--- src/rtl/vga_timing_gen.sv ---
// vga_timing_gen: 640x480@60Hz raster timing with a divided pixel enable and zero-skew decode.
// Define VGA_FRAME_CNT_EN to add the 16-bit frame_count output.
module vga_timing_gen #(
   parameter int unsigned PIX_DIV     = 4,
   parameter int unsigned H_TOTAL     = 800,
   parameter int unsigned H_SYNC      = 96,
   parameter int unsigned H_ACT_START = 144,
   parameter int unsigned H_ACT_END   = 784,
   parameter int unsigned V_TOTAL     = 525,
   parameter int unsigned V_SYNC      = 2,
   parameter int unsigned V_ACT_START = 35,
   parameter int unsigned V_ACT_END   = 515
) (
   input  logic        clk,
   input  logic        reset_n,
   output logic        pix_en,
   output logic [9:0]  hCount,
   output logic [9:0]  vCount,
   output logic        hSync,
   output logic        vSync,
   output logic        bright,
   output logic        line_start,
   output logic        frame_start
`ifdef VGA_FRAME_CNT_EN
   ,
   output logic [15:0] frame_count
`endif
);

   localparam int unsigned DIV_W = (PIX_DIV > 2) ? $clog2(PIX_DIV) : 1;
   localparam logic [DIV_W-1:0] DIV_LAST = DIV_W'(PIX_DIV - 1);

   logic [DIV_W-1:0] r_div;
   logic [9:0]       r_h;
   logic [9:0]       r_v;
   logic             r_hs;
   logic             r_vs;
   logic             r_br;
   logic             r_ls;
   logic             r_fs;
   logic [9:0]       w_h_nxt;
   logic [9:0]       w_v_nxt;
   logic             w_h_wrap;
   logic             w_v_wrap;

   assign pix_en = reset_n && (r_div == DIV_LAST);

   always_comb begin
      w_h_wrap = (r_h == 10'(H_TOTAL - 1));
      w_v_wrap = (r_v == 10'(V_TOTAL - 1));
      w_h_nxt  = r_h;
      w_v_nxt  = r_v;
      if (pix_en) begin
         if (w_h_wrap) begin
            w_h_nxt = '0;
            w_v_nxt = w_v_wrap ? '0 : r_v + 10'd1;
         end else begin
            w_h_nxt = r_h + 10'd1;
         end
      end
   end

   // Decode from next-state counters so sync/bright line up with the counters they describe.
   always_ff @(posedge clk) begin
      if (!reset_n) begin
         r_div <= '0;
         r_h   <= '0;
         r_v   <= '0;
         r_hs  <= 1'b0;
         r_vs  <= 1'b0;
         r_br  <= 1'b0;
         r_ls  <= 1'b0;
         r_fs  <= 1'b0;
      end else begin
         r_div <= (r_div == DIV_LAST) ? '0 : r_div + DIV_W'(1);
         r_h   <= w_h_nxt;
         r_v   <= w_v_nxt;
         r_hs  <= (w_h_nxt >= 10'(H_SYNC));
         r_vs  <= (w_v_nxt >= 10'(V_SYNC));
         r_br  <= (w_h_nxt >= 10'(H_ACT_START)) && (w_h_nxt < 10'(H_ACT_END)) &&
                  (w_v_nxt >= 10'(V_ACT_START)) && (w_v_nxt < 10'(V_ACT_END));
         r_ls  <= pix_en && w_h_wrap;
         r_fs  <= pix_en && w_h_wrap && w_v_wrap;
      end
   end

`ifdef VGA_FRAME_CNT_EN
   logic [15:0] r_fc;

   always_ff @(posedge clk) begin
      if (!reset_n) begin
         r_fc <= '0;
      end else if (pix_en && w_h_wrap && w_v_wrap) begin
         r_fc <= r_fc + 16'd1;
      end
   end

   assign frame_count = r_fc;
`endif

   assign hCount      = r_h;
   assign vCount      = r_v;
   assign hSync       = r_hs;
   assign vSync       = r_vs;
   assign bright      = r_br;
   assign line_start  = r_ls;
   assign frame_start = r_fs;

endmodule

--- config.mk ---
export PLATFORM = sky130hd
export DESIGN_NAME = vga_timing_gen
export DESIGN_NICKNAME = d
export VERILOG_FILES = /design/src/rtl/vga_timing_gen.sv
export SDC_FILE = /design/constraint.sdc
export NUM_CORES = 1
export LEC_CHECK = 0
export ABC_AREA = 1
export BUFFER_PORTS_ARGS = -buffer_cell sky130_fd_sc_hd__buf_4
export CORE_MARGIN = 4
export CORE_UTILIZATION = 25
export DETAILED_ROUTE_END_ITERATION = 8
export PLACE_DENSITY = 0.42
export SETUP_SLACK_MARGIN = 0.15
export SLEW_MARGIN = 25
export SYNTH_ARGS = -nofsm -noshare
export SYNTH_HDL_FRONTEND = slang
export SYNTH_SLANG_ARGS = --single-unit
--- constraint.sdc ---
create_clock -name clk -period 1.8 [get_ports clk]
set_input_delay 0.36 -clock clk [delete_from_list [all_inputs] [get_ports clk]]
set_output_delay 0.36 -clock clk [all_outputs]
set_load 0.005 [all_outputs]
### Yosys cells after proc, flatten, opt, wreduce, memory -nomap -nowiden

Index checks and enable logic that the tools add are counted.

| word-level totals | value |
|---|---|
| register bits after elaboration | 27 |
| input port bits | 2 |
| output and inout port bits | 26 |
| word-level logic and storage cells | 33 |

| operators by class | value |
|---|---|
| $add $sub $neg | 3 |
| magnitude comparators | 6 |
| equal/unequal tests | 3 |
| muxes and demuxes | 5 |
| bitwise gates (word level) | 1 |
| reductions and logical operators | 7 |

Operator list:

| operator | number |
|---|---|
| two-way mux 10 bit | 5 |
| adder 10 x 1 -> 10 bit (second input constant) | 2 |
| equality test 10 bit (second input constant) | 2 |
| < comparator 10 bit (second input constant) | 2 |
| >= comparator 10 x 2 -> 1 bit (second input constant) | 1 |
| >= comparator 10 x 6 -> 1 bit (second input constant) | 1 |
| >= comparator 10 x 7 -> 1 bit (second input constant) | 1 |
| >= comparator 10 x 8 -> 1 bit (second input constant) | 1 |
| logical AND 1 bit | 6 |
| adder 2 x 1 -> 2 bit (second input constant) | 1 |
| equality test 2 bit (second input constant) | 1 |
| OR reduction 2 bit | 1 |
| inverter 1 bit | 1 |

### Longest topological paths before layout

| depth | value |
|---|---|
| word-level depth | 7 |
| depth in mapped cells | 15 |
| gate-level depth less buffers | 15 |

### Least setup slack after synthesis

No wires, ideal clock.

| timing | value |
|---|---|
| kind | register to register |
| start | reg r_h[0] (netlist: hCount[0]) |
| end | reg r_vs (netlist: vSync) |
| setup time | 0.118 ns |
| arrival | 1.641 ns |
| required time | 1.682 ns |
| slack | 0.041 ns |
| cell stages (with the launch flop) | 14 |
| buffers on the path | 1 |
| period minus slack after synthesis | 1.759 ns |
| path through | dfxtp_1 ha_1 inv_1 nor2_8 nand2_4 nor2_4 buf_8 nand4_1 nand3_2 nand3_1 nor2_1 nand2_1 nor2_1 nor2_1 |

| on the way | value |
|---|---|
| longest elaborated chain between the ends | 4 |

RTL lines:

| what | RTL line | text |
|---|---|---|
| start: declaration | 34 | `logic [9:0] r_h;` |
| start signal: assignment | 76 | `r_h <= w_h_nxt;` |
| equality test 10 bit | 49 | `w_h_wrap = (r_h == 10'(H_TOTAL - 1));` |
| two-way mux 10 bit | 54 | `if (w_h_wrap) begin` |
| two-way mux 10 bit | 53 | `if (pix_en) begin` |
| >= comparator 10 x 2 -> 1 bit | 79 | `r_vs <= (w_v_nxt >= 10'(V_SYNC));` |
| end signal: assignment | 79 |  |
| end: declaration | 37 | `logic r_vs;` |

Every way passes these cells.
A chain may end at the register's enable or synchronous reset.

### Worst setup path in the final report

| timing | value |
|---|---|
| start | reg r_h[0] (netlist: hCount[0]) |
| end | reg r_br (netlist: bright) |

| on the way | value |
|---|---|
| longest elaborated chain between the ends | 7 |
| elaborated cells on any way between the ends | 13 |
| those cells by class | add/sub: 1; order compare: 4; eq/ne: 1; mux: 4; reduce/logical: 3 |

RTL lines:

| what | RTL line | text |
|---|---|---|
| adder 10 x 1 -> 10 bit / equality test 10 bit (equally long branches) | 58, 49 |  |
| two-way mux 10 bit | 54 |  |
| two-way mux 10 bit | 53 |  |
| >= comparator 10 x 8 -> 1 bit / < comparator 10 bit (equally long branches) | 80 | `r_br <= (w_h_nxt >= 10'(H_ACT_START)) && (w_h_nxt < 10'(H_ACT_END)) &&` |
| logical AND 1 bit (2 in a row) | 80 |  |
| logical AND 1 bit (*) | 81 | `(w_v_nxt >= 10'(V_ACT_START)) && (w_v_nxt < 10'(V_ACT_END));` |
| end signal: assignment | 80 |  |
| end: declaration | 38 | `logic r_br;` |

Every way passes the cells marked *; elsewhere a longest branch is shown, timed or not.

==> flow_summary.yaml <==
power_and_ir_drop:
  vdd_ir_drop_max_v: 0.000256
  p_leak_nw: 1.27
  total_power_w: 0.00104
  power.density_nw_per_um2: 407
synth:
  synth_cells: 249
  synth_warnings: 0
  synth_common_cells: "nand2_1 (67), nor2_1 (44), inv_1 (34)"
  synth.area.top_cells: "dfxtp_1 (33%), nand2_1 (16%), nor2_1 (10%), nand3_1 (8.0%), inv_1 (7.9%)"
  synth_edf_count: 0
  yosysTopAreaCell: "dfxtp_1"
  yosys.cell_count.top_type: "nand2_1"
  synth_flop_cell: "dfxtp_1"
  synth_cell_type_count: 30
  syn_area_um2: 1620
  synth_area_per_cell_um2: 6.50
  seq_area_frac_synth_pct: 33.4
  synth_top_area_share_pct: 33.4
  syn-num-nets: 255
  ys_ff_latch: 27
  ys_async_sr_fraction_pct: 0
drt:
  antenna_left: 0
  via_per_inst: 4.43
  vias: 1812
  drtIter0Drc: 62
  drt-total-wl_um: 4990
  dr.pass1.iters: 4
  drc_errors: 0
  wl_per_cell_um: 12.2
placement:
  placement.io_buffers: 27
  dp_hpwl_um: 3820
  pre_cts_ws_ns: -0.0868
  placed_area_um2: 2280
  place_inst: 396
  routabilityCongestion: 0.827
clock_tree:
  clk_pin_slew_worst_paths_ns: 0.11
  root_buffer: "clkbuf_8"
  numCtsBuffers: 3
  clk_latency_ns: 0.29
  clockBufferDepth: 2
  cts_tree: "yes"
  htree_levels: 1
  cts_num_sinks: 27
final_layout:
  final_area_um2: 2550
  antenna_cells: 0
  drive_gt1_share_pct: 40.1
  fin_nets: 339
  syn2layout_area_growth_pct: 57.7
  nFillCells: 698
  stdcell_count: 409
grt:
  antenna_found_initial: 0
  grt_pass1_wl_um: 8440
  gr-total-overflow: 0
  grt_use_total_pct: 13.7
  grt_pass1_vias: 1783
  grt_max_degree: 19
worst_setup_path:
  endpoint_kind: "flop"
  worstPathMaxFanout: 6
  path_cells: "ha_4, buf_6, inv_4, nor2_8, nand2_4, nor2_4, buf_12, buf_12, nand2_4, a21oi_4, nand2_2, nand3_1, nand2_1, nand2_1, nand2_1, nor2_1"
  critPathLaunchType: "flop"
  cpMostUsedCell: "nand2_1"
  critical_path.max_stage_delay_ns: 0.36
  arrival_ns: 2.05
  cp.required_ns: 2.04
  crit_buf_inv: 4
  crit_type: "reg -> reg"
  path_delay_family: "simple AND/OR/NAND/NOR gates"
  crit_slowest_cell: "dfxtp_2"
status:
  status: "finished with violations"
  violations: "setup timing"
floorplanning:
  rows: 29
  ios: 28
  core_um2: 6310
  die-area_um2: 7830
  start_util_pct: 25.6
  die_y_um: 88.5
  die_w_um: 88.5
hold_path:
  hold_class: "reg -> reg"
timing:
  worst_slew_pin_slew_ns: 0.311
  slew-limit-headroom_pct: 79.2
  rsz0062_at_grt: "yes"
  fin_skew_ns: 0.0107
  hold_viol: 0
  setup_tns_ns: -0.0122
  max_freq_mhz: 552
  drv_slew: 0
  setup_ws_ns: -0.0122
  finalCriticalPeriod_ns: 1.81
  setup_viol: 1
  post-route-period-util_pct: 101
flow_run:
  cap_viol_max_count: 0
[final cells by class]
type / count / area [um^2] / share of cell area (%)
clock inverters: 1 / 5.00 / 0.196
flip-flops and latches: 27 / 547 / 21.4
multi-input cells: 181 / 1030 / 40.4
inverters: 39 / 154 / 6.03
well taps: 77 / 96.3 / 3.77
repair buffers: 81 / 677 / 26.5
clock buffers: 3 / 41.3 / 1.62
[layout by cell type (no fill, tap or decap), types with 2 or more instances in the layout]
| master | instances |
|---|---|
| clkbuf_8 | 3 |
| o21bai_1 | 2 |
| buf_12 | 3 |
| inv_2 | 4 |
| nand2_1 | 62 |
| nand2_4 | 4 |
| nand3_2 | 9 |
| buf_4 | 74 |
| nor2_2 | 6 |
| nand3_1 | 19 |
| nor3_1 | 3 |
| nor2_1 | 37 |
| buf_6 | 3 |
| inv_1 | 32 |
| nand3_4 | 2 |
| dfxtp_2 | 5 |
| o21ai_0 | 5 |
| nand2_2 | 5 |
| o21ai_1 | 2 |
| ha_4 | 2 |
| nand4_1 | 7 |
| nor2_4 | 4 |
| a21oi_1 | 2 |
| o21ai_2 | 2 |
| dfxtp_1 | 22 |
[power by group]
| group | internal [W] | leakage [nW] | total [W] | switching, W |
|---|---|---|---|---|
| registers | 0.000606 | 0.220 | 0.000613 | 0.00000663 |
| logic | 0.0000236 | 1.02 | 0.0000533 | 0.0000297 |
| clock network | 0.000156 | 0.0255 | 0.000373 | 0.000217 |
| total | 0.000786 | 1.27 | 0.00104 | 0.000253 |
[state kept, by name (all words and copies together) (netlist names)]
signal and cells:
line_start 1, bright 1, r_div 2, hCount 10, vSync 1, hSync 1, vCount 10, frame_start 1
[repair_timing]
action                                  in CTS  in global routing
hold buffers                                 0                  0
pin swaps                                   12                 14
gates cloned                                 1                  0
buffers inserted                             4                  4
gates resized for setup                     15                 22
endpoints found under the setup margin       3                 10
[logic make-up after synthesis]
group,synth area share (%)
adder cells (fa/ha/maj),3.09
buffers and inverters,10.5
flip-flops,33.4
XOR/XNOR,1.08
AO/OA/AOI/OAI,6.41
AND/OR/NAND/NOR,45.5
[worst reg2reg max path, stage by stage (launching register included)]
cell and delay, ns:
dfxtp_2 0.36, ha_4 0.14, buf_6 0.10, inv_4 0.04, nor2_8 0.08, nand2_4 0.06, nor2_4 0.17, buf_12 0.14
buf_12 0.10, nand2_4 0.04, a21oi_4 0.13, nand2_2 0.08, nand3_1 0.08, nand2_1 0.05, nand2_1 0.05, nand2_1 0.05
nor2_1 0.08
[routing by layer]
layer	vias up	track usage [%]	wire length (um)
met5	-	0	0
met4	0	3.71	66
met3	5	1.86	118
met2	19	23.0	2340
met1	840	18.6	2460
li1	948	-	-
[worst paths after layout]
path / from / to / slack (ns) / cells past startpoint
setup reg to reg: hCount[0] / bright / -0.01 / 16
hold / removal: r_div[0] / r_div[0] / 0.44 / 1
setup / recovery: hCount[0] / bright / -0.01 / 16
hold reg to reg: r_div[0] / r_div[0] / 0.44 / 1
[stage by stage]
stage          hold WS [ns]  util, %
6_report              0.438     40.4
5_1_grt               0.455     40.4
4_1_cts               0.440     38.9
3_5_place_dp          0.462     36.1
3_3_place_gp          0.446     36.1
2_1_floorplan         0.433        -
(Power assumes the default switching activity.)
